$ cat src/rtl/differentiator.sv
// rtl/differentiator.sv - recovers per-sample increments from a signed running sum
// Optional feature: define DIFFERENTIATOR_SAT_EN to clamp A on overflow instead of wrapping.
module differentiator #(
  parameter int AW = 20,
  parameter int PW = 38
) (
  input  logic                 clk,
  input  logic                 reset,
  input  logic                 subtract_i,
  input  logic                 valid_i,
  input  logic                 flush_i,
  input  logic signed [PW-1:0] P,
  output logic                 valid_o,
  output logic signed [AW-1:0] A,
  output logic                 ovf_o,
  output logic                 primed_o
);

  typedef enum logic {UNPRIMED = 1'b0, RUN = 1'b1} state_t;

  state_t                r_state;
  state_t                w_state_nxt;
  logic signed [PW-1:0]  r_prev;
  logic                  r_valid;
  logic signed [AW-1:0]  r_a;
  logic                  r_ovf;

  logic                  w_emit;
  logic        [PW-1:0]  w_diff;
  logic        [PW-AW:0] w_upper;
  logic                  w_ovf;
  logic signed [AW-1:0]  w_a;

  // Next state and emit decision; flush always discards the pending difference
  always_comb begin
    w_state_nxt = r_state;
    w_emit      = 1'b0;
    if (flush_i) begin
      w_state_nxt = valid_i ? RUN : UNPRIMED;
    end else if (valid_i) begin
      w_state_nxt = RUN;
      w_emit      = (r_state == RUN);
    end
  end

  // Modular difference and signed-range check; bits above AW-1 must all equal the AW-1 sign bit
  always_comb begin
    w_diff  = subtract_i ? (r_prev - P) : (P - r_prev);
    w_upper = w_diff[PW-1:AW-1];
    w_ovf   = !((&w_upper) || (~|w_upper));
`ifdef DIFFERENTIATOR_SAT_EN
    if (w_ovf) begin
      w_a = w_diff[PW-1] ? {1'b1, {(AW-1){1'b0}}} : {1'b0, {(AW-1){1'b1}}};
    end else begin
      w_a = w_diff[AW-1:0];
    end
`else
    w_a = w_diff[AW-1:0];
`endif
  end

  // State, reference sample and registered outputs; A/ovf hold between pulses
  always_ff @(posedge clk) begin
    if (!reset) begin
      r_state <= UNPRIMED;
      r_prev  <= '0;
      r_valid <= 1'b0;
      r_a     <= '0;
      r_ovf   <= 1'b0;
    end else begin
      r_state <= w_state_nxt;
      r_valid <= w_emit;
      if (valid_i) begin
        r_prev <= P;
      end
      if (w_emit) begin
        r_a   <= w_a;
        r_ovf <= w_ovf;
      end
    end
  end

  assign valid_o  = r_valid;
  assign A        = r_a;
  assign ovf_o    = r_ovf;
  assign primed_o = (r_state == RUN);

endmodule

$ cat config.mk
export PLATFORM = sky130hd
export DESIGN_NAME = differentiator
export DESIGN_NICKNAME = d
export VERILOG_FILES = /design/src/rtl/differentiator.sv
export SDC_FILE = /design/constraint.sdc
export NUM_CORES = 1
export LEC_CHECK = 0
export ABC_AREA = 1
export ABC_CLOCK_PERIOD_IN_PS = 5800
export BUFFER_PORTS_ARGS = -buffer_cell sky130_fd_sc_hd__buf_2
export CORE_ASPECT_RATIO = 0.6
export CORE_MARGIN = 2
export CORE_UTILIZATION = 50
export CTS_CLUSTER_SIZE = 10
export DETAILED_ROUTE_END_ITERATION = 6
export PLACE_DENSITY = 0.67
export SYNTH_ARGS = -nofsm -noshare
export SYNTH_HDL_FRONTEND = slang
export SYNTH_SLANG_ARGS = --single-unit
$ cat constraint.sdc
create_clock -name clk -period 5.8 [get_ports clk]
set_input_delay 0.29 -clock clk [delete_from_list [all_inputs] [get_ports clk]]
set_output_delay 0.29 -clock clk [all_outputs]
set_load 0.02 [all_outputs]
==> results of run 1 <==
[cells by family (layout without fill, tap and decap cells)]
kind of cell    count (synthesis)  in the layout  share of synthesized area [%]
simple gates                  829            829                           43.0
fa+ha+maj                      76             76                           12.1
compound gates                174            174                           11.1
xor+xnor                       17             17                           1.86
buf+inv                       353            411                           16.6
flops                          61             61                           15.2
mux                             1              1                          0.125
[power breakdown]
group          total [W]  switching (W)  internal (W)  leakage, nW
clock network   0.000551       0.000254      0.000297        0.138
registers       0.000460      0.0000165      0.000444        0.503
logic           0.000749       0.000524      0.000225         4.63
[through the flow]
| stage | worst slack (ns) | instances | instance area, um^2 |
|---|---|---|---|
| global placement | 2.83 | 1756 | 8520 |
| global route | 2.60 | 1772 | 8800 |
| finish | 2.87 | 1772 | 8800 |
| CTS | 2.99 | 1772 | 8800 |
| detailed placement | 2.91 | 1756 | 8520 |
| floorplan | 3.60 | 1511 | 8020 |
[registers in the layout, summed over array words and instances, names as in the netlist]
register	count
A	20
ovf_o	1
primed_o	1
r_prev	38
valid_o	1
[routing by layer]
metal / vias up / part of all wire (%) / GRT usage [%]
met3: 22 / 12 / 6.82
met2: 386 / 35 / 42.7
li1: 4662 / - / -
met5: - / 0 / 0
met1: 3938 / 52 / 50.4
met4: 0 / 1.1 / 5.89
[layout by cell type, fill, tap and decap left out, drive strengths merged]
cell,count
nand2,600
inv,328
nor2,131
a21oi,96
nand3,80
ha,74
o21ai,72
buf,69
dfxtp,61
xor2,13
clkbuf,9
nor3,8
nand3b,5
nand4,5
xnor2,4
o211ai,4
clkinv,4
fa,2
o221ai,1
mux2i,1
a31oi,1
clkinvlp,1
[critical path: stages, from the launching register on]
cell and delay (ns):
dfxtp_1 0.32, ha_1 0.55, nand2_1 0.26, nor2_1 0.38, nand2_1 0.17, nor2_2 0.18
nand3_1 0.10, nand2_1 0.07, nor2_1 0.04, nand2_1 0.08, nand3_1 0.07, nand2_1 0.09
nand2_1 0.06, nor2_1 0.12, nand2_1 0.07, nor2_1 0.08, nand2_1 0.05, nand2_1 0.06
a21oi_1 0.06
[final cells by class]
class | instances | area [um^2] | share of cell area (%)
multi-input cells | 1097 | 5460 | 62.1
inverters | 326 | 1220 | 13.9
flip-flops and latches | 61 | 1220 | 13.9
repair buffers | 69 | 355 | 4.04
well taps | 203 | 254 | 2.89
clock buffers | 9 | 225 | 2.56
clock inverters | 7 | 58.8 | 0.668
[path summary, 6_finish.rpt]
kind / depth (start not counted) / startpoint / slack (ns) / endpoint
setup / recovery: 18 / r_prev[28]$_SDFFE_PN0P_ / 2.87 / ovf_o$_SDFFE_PN0P_
hold / removal: 3 / P[20] / 0.22 / r_prev[20]$_SDFFE_PN0P_
setup reg to reg: 18 / r_prev[28]$_SDFFE_PN0P_ / 2.87 / ovf_o$_SDFFE_PN0P_
hold reg to reg: 2 / A[1]$_SDFFE_PN0P_ / 0.48 / A[1]$_SDFFE_PN0P_
==> summary.md, run 1 <==
| Metric | Value |
|---|---|
| RePlAce Congestion | 1.01 |
| Count of flip-flops with a built-in enable after synthesis | 0 |
| Setup Viol. Count Final | 0 |
| Post-synthesis cell area | roughly 8000 um^2 |
| Critical Path AT | 3.15 ns |
| P&R area growth vs syn | 9.80% |
| CTS Hold Bufs | 0 |
| Count leader, synth | nand2_1 |
| Static leakage | about 5.3 nW |
| Yosys top cell by area | nand2_1 |
| Max clock buf depth | 2 |
| Final Hold Fails | 0 |
| Setup tns final | 0 ns |
| Hold crit path type | primary input to flop |
| Vias in the first global route | 7750 |
| Vias per Instance | 5.08 |
| Row count | 35 |
| F_max | 341 MHz |
| Max Slew Vio Count | 0 |
| Setup CP Type | flop to flop |
| Die X | about 170 um |
| Power, Total | approximately 0.0018 W |
| Worst setup EP type | flop |
| Drt wl/cell | between 15 and 20 um |
| H-tree levels | 3 |
| CTS tree | done |
| Nets | 1683 |
| Syn nets | 1630 |
| Relative slew slack | around 38% |
| IO Count | 66 |
| Starting Density | 51.7% |
| Worst setup SP type | flop |
| Fin crit period | 2.93 ns |
| DRT iter0 DRCs | 1139 |
| Yosys warns | 0 |
| Clock Skews | ~0.012 ns |
| Post-synth top area share | 27.3% |
| Overall Global Routing Usage | 31.7% |
| Hold slack final | 0.218 ns |
| Cts bufs inserted | 9 |
| Total power per unit cell area | 200 nW/um^2 |
| Synthesized area per cell | ~5.3 um^2 |
| Setup Buffers After CTS | 0 |
| Die area | 17100 um^2 |
| Post-Route WL | between 20000 and 30000 um |
| Reg clk slew, reported paths | 0.07 ns |
| Worst skew pair latency | 0.35 ns |
| Clock net sink count | 61 |
| Fillers | 1683 |
| ANT nets after route | 0 |
| Largest net degree at the start of global routing | 77 |
| Core area | 15500 um^2 |
| Fin crit share | roughly half |
| Global route overflow | 0 |
| Die Y | 102 um |
| Post-route DRC | 2 |
| Required time of the critical path | roughly 6 ns |
| N_diodes | 0 |
| Initial antenna violation count | 0 |
| Share of layout cells above drive strength 1 | 8.86% |
| # Max-Cap Violations | 0 |
| Synth top area cells | nand2_1 (27%), dfxtp_1 (15%), inv_1 (15%) |
| Worst-path fanout max | 8 |
| Failing checks | DRC |
| Drt pass-1 iters | 7 |
| Worst slew pin tran | 0.932 ns |
| Run status | finished with violations |
| Top_reg_cell synth | dfxtp_1 |
| Yosys cell types | 31 |
| Util after Layout | 56.8% |
| First-pass GRT wire length | 41500 um |
| Yosys reg bits | just over 60 |
| Clock root cell | clkbuf_16 |
| Port Buf Inserts | 65 |
| Synth cell count leaders | nand2_1 (584), inv_1 (321), nor2_1 (104) |
| Vias | roughly 9k |
| Sequential share of the synthesized area | between 10% and 20% |
| Worst vdd ir | 0.000130 V |
| RSZ-0062 raised after global routing | false |
| Gate Count Post-Synth | 1511 |
| DP HPWL | between 20000 and 25000 um |
| CTS resizes | 0 |
| Post-synth ARST share | 0% |
(Power assumes the default switching activity.)
==> inputs of run 2 (changes only) <==
--- a/config.mk
+++ b/config.mk
@@ -5,8 +5,8 @@
 export SDC_FILE = /design/constraint.sdc
 export NUM_CORES = 1
 export LEC_CHECK = 0
-export ABC_AREA = 1
-export ABC_CLOCK_PERIOD_IN_PS = 5800
+export ABC_AREA = 0
+export ABC_CLOCK_PERIOD_IN_PS = 3000
 export BUFFER_PORTS_ARGS = -buffer_cell sky130_fd_sc_hd__buf_2
 export CORE_ASPECT_RATIO = 0.6
 export CORE_MARGIN = 2
==> constraint.sdc (replaced) <==
create_clock -name clk -period 3 [get_ports clk]
set_input_delay 0.15 -clock clk [delete_from_list [all_inputs] [get_ports clk]]
set_output_delay 0.15 -clock clk [all_outputs]
set_load 0.02 [all_outputs]
==> run 2 against run 1 <==
Against the previous run:
- the run ends with setup timing left
- via count shrank 9.5%
- setup slack worse by 3.0 ns
- global-route usage increased by 2.1 points
- synthesized area shrank 13%
- largest power group unchanged
- synthesized cell count shrank 38%
- highest routed layer unchanged
- utilization rose by 16 points
- largest cell class unchanged
- die area fell by 13%
- clock-buffer cell count did not move
- sequential share of layout area decreased by 1.6 points
==> summary.md, run 2 <==
| Metric | Value |
|---|---|
| Run status | finished with violations |
| Failing checks | setup timing |
| Worst setup SP type | flop |
| H-tree levels | 3 |
| CTS tree | done |
| Count of flip-flops with a built-in enable after synthesis | 0 |
| Starting Density | roughly half |
| Reg-to-reg setup timing slack | -0.15 ns |
| Largest net degree at the start of global routing | 42 |
| Core area | 13600 um^2 |
| F_max | 318 MHz |
| Crit path to | ovf_o$_SDFFE_PN0P_ |
| Final Hold Fails | 0 |
| Worst skew pair latency | ~0.35 ns |
| Clock root cell | clkbuf_16 |
| GRT met2 Usage | between 40% and 50% |
| Area after DPL | approximately 8900 um^2 |
| Commonest non-fill, non-tap cells in the layout | buf_4 (243), nor2_1 (103), inv_1 (83), a21oi_1 (76), buf_2 (65) |
| Share of layout cells above drive strength 1 | 36.9% |
| Post-route DRC | 0 |
| Clock net sink count | 61 |
| Gr busiest metal | met1 |
| Worst slew pin tran | about 0.72 ns |
| Pre-CTS setup slack | -0.352 ns |
| Internal | 0.00255 W |
| Hold crit path type | primary input to flop |
| Setup Viol. Count Final | 1 |
| Die X | 156 um |
| Synth top area cells | dfxtp_1 (18%), ha_1 (13%), a21oi_1 (7.0%) |
| Worst-path fanout max | 5 |
| Cts bufs inserted | 9 |
| Die Y | between 90 and 100 um |
| Worst vdd ir | 0.000269 V |
| CP max stage delay | 0.52 ns |
| Port Buf Inserts | 65 |
| M1 GR Usage | 51.0% |
| Max Slew Vio Count | 0 |
| GR Util met3 | 12.8% |
| Sequential share of the synthesized area | 17.6% |
| Yosys cell types | 83 |
| Relative slew slack | 52.0% |
| Total power per unit cell area | 399 nW/um^2 |
| FF-to-FF path depth | 13 |
| ANT nets after route | 0 |
| Post-Route WL | approximately 25000 um |
| Count leader, synth | nor2_1 |
| Worst setup EP type | flop |
| RePlAce Congestion | around 1.0 |
| Gate Count Post-Synth | between 900 and 1k |
| Die area | 14900 um^2 |
| Worst reg2reg path endpoint | ovf_o$_SDFFE_PN0P_ |
| Hold path depth | 2 |
| DP HPWL | 19800 um |
| Static leakage | approximately 4.5 nW |
| Required time of the critical path | 3.22 ns |
| Largest Register | r_prev |
| Setup CP Type | flop to flop |
| Max clock buf depth | 2 |
| Vias | 8149 |
| Total placed cells including tap cells | between 1k and 1.5k |
| Drt wl/cell | approximately 18 um |
| Syn nets | 1063 |
| Yosys reg bits | between 60 and 70 |
| Post-route cell area | approximately 10000 um^2 |
| Clock Skews | 0.00752 ns |
| Net Switching | 0.00142 W |
| Fin cells | ~1.4k |
| Synth cell count leaders | nor2_1 (110), a21oi_1 (97), inv_1 (84) |
| Worst Setup SP | r_prev[13]$_SDFFE_PN0P_ |
| Overall Global Routing Usage | 33.8% |
| Vias in the first global route | 7561 |
| P&R area growth vs syn | 43.3% |
| DRT iter0 DRCs | slightly below 900 |
| RR Startpoint | r_prev[13]$_SDFFE_PN0P_ |
| Nets | 1329 |
| Power, Total | 0.00397 W |
| Drt pass-1 iters | 6 |
| Largest register FFs | 38 |
| Yosys warns | 0 |
| Global route overflow | 0 |
| Post-synthesis cell area | 6950 um^2 |
| Util after Layout | 73.1% |
| Yosys top cell by area | dfxtp_1 |
| Combinational power share | between 40% and 50% |
| Commonest non-fill, non-tap cell in the layout | buf_4 |
| Fin crit share | 105% |
| Critical-path cell list | ha_4 -> buf_4 -> nand2_1 -> o21ai_2 -> a22oi_1 -> o32ai_1 -> buf_4 -> a31oi_4 -> xnor2_2 -> or4_1 -> nand4bb_1 -> nor4_2 -> nor2_1 |
| Critical Path AT | around 3.4 ns |
| Flop pwr share | 22.4% |
| Top_reg_cell synth | dfxtp_1 |
| Synthesized area per cell | 7.36 um^2 |
| Min-delay src | reset |
| IO Count | 66 |
| Row count | 33 |
| Switching share of total power | 35.8% |
| Vias per Instance | 5.86 |
| Post-synth ARST share | 0% |
| Most frequent cell on the critical path | buf_4 |
| Fin crit period | 3.15 ns |
| PnR worst setup slack | -0.148 ns |
| First-pass GRT wire length | 39300 um |
| N_diodes | 0 |
| Initial antenna violation count | 0 |
| CTS Hold Bufs | 0 |
| RSZ-0062 raised after global routing | true |
| Post-synth top area share | 17.6% |
| Reg clk slew, reported paths | 0.06 ns |
| Clk pwr share | about 34% |
| Crit-path slowest cell | or4_1 |
| # Max-Cap Violations | 0 |
run 2: cell type report:
class,instances,area (um^2)
Clock buffer,9,225
Clock inverter,7,146
Fill cell,1081,3670
Inverter,85,319
Multi-Input combinational cell,743,5630
Sequential cell,61,1220
Tap cell,175,219
Timing Repair Buffer,310,2190
run 2: worst min path at each step:
stage | endpoint | slack (ns)
2_1_floorplan | r_prev[10]$_SDFFE_PN0P_ | 0.30
3_3_place_gp | valid_o$_SDFF_PN0_ | 0.41
6_report | valid_o$_SDFF_PN0_ | 0.06
5_1_grt | valid_o$_SDFF_PN0_ | 0.08
3_5_place_dp | valid_o$_SDFF_PN0_ | 0.42
4_1_cts | valid_o$_SDFF_PN0_ | 0.06
run 2: per-layer routing:
metal | share of wire [%] | vias up | wire length, um
met4 | 1.1 | 0 | 272
met2 | 37 | 453 | 9430
met5 | 0 | - | 0
li1 | - | 3918 | -
met1 | 48 | 3744 | 12000
met3 | 14 | 34 | 3510
run 2: what timing repair did:
item / 4_1_cts / 5_1_grt
setup buffers: 6 / 4
pin swaps: 21 / 15
gates resized for setup: 91 / 44
setup endpoints to repair: 1 / 1
run 2: logic make-up (layout without fill, tap and decap cells):
group | Yosys count | in the layout | synth area share, %
AND/OR/NAND/NOR | 276 | 276 | 19.2
buffers and inverters | 140 | 411 | 9.53
adder cells (fa/ha/maj) | 76 | 76 | 13.9
multiplexers | 47 | 47 | 6.79
XOR/XNOR | 31 | 31 | 3.91
AO/OA/AOI/OAI | 313 | 313 | 29.1
flip-flops | 61 | 61 | 17.6
run 2: per-stage QoR:
step / TNS [ns] / hold WS (ns)
after CTS: -0.0522 / 0.0566
after global placement: -0.247 / 0.406
after detailed placement: -0.352 / 0.416
after global routing: -0.251 / 0.0814
final: -0.148 / 0.0602
after floorplan: 0 / 0.298
run 2: critical path: cells and delay by family, from the launching register on:
family,cells,cell delay [ns]
xor gates and xnor gates,1,0.17
DFF,1,0.34
AOI/OAI and AO/OA,4,0.74
adders and majority gates,1,0.29
and+or+nand+nor,5,1.16
buffers and inverters,2,0.32
run 2: power groups by stage:
stage               combinational (W)  clock [W]  sequential (W)
finish                        0.00174    0.00134        0.000888
global route                  0.00186    0.00139        0.000893
CTS                           0.00162    0.00136        0.000885
detailed placement            0.00153          0        0.000899
global placement              0.00151          0        0.000896
floorplan                    0.000840          0        0.000910
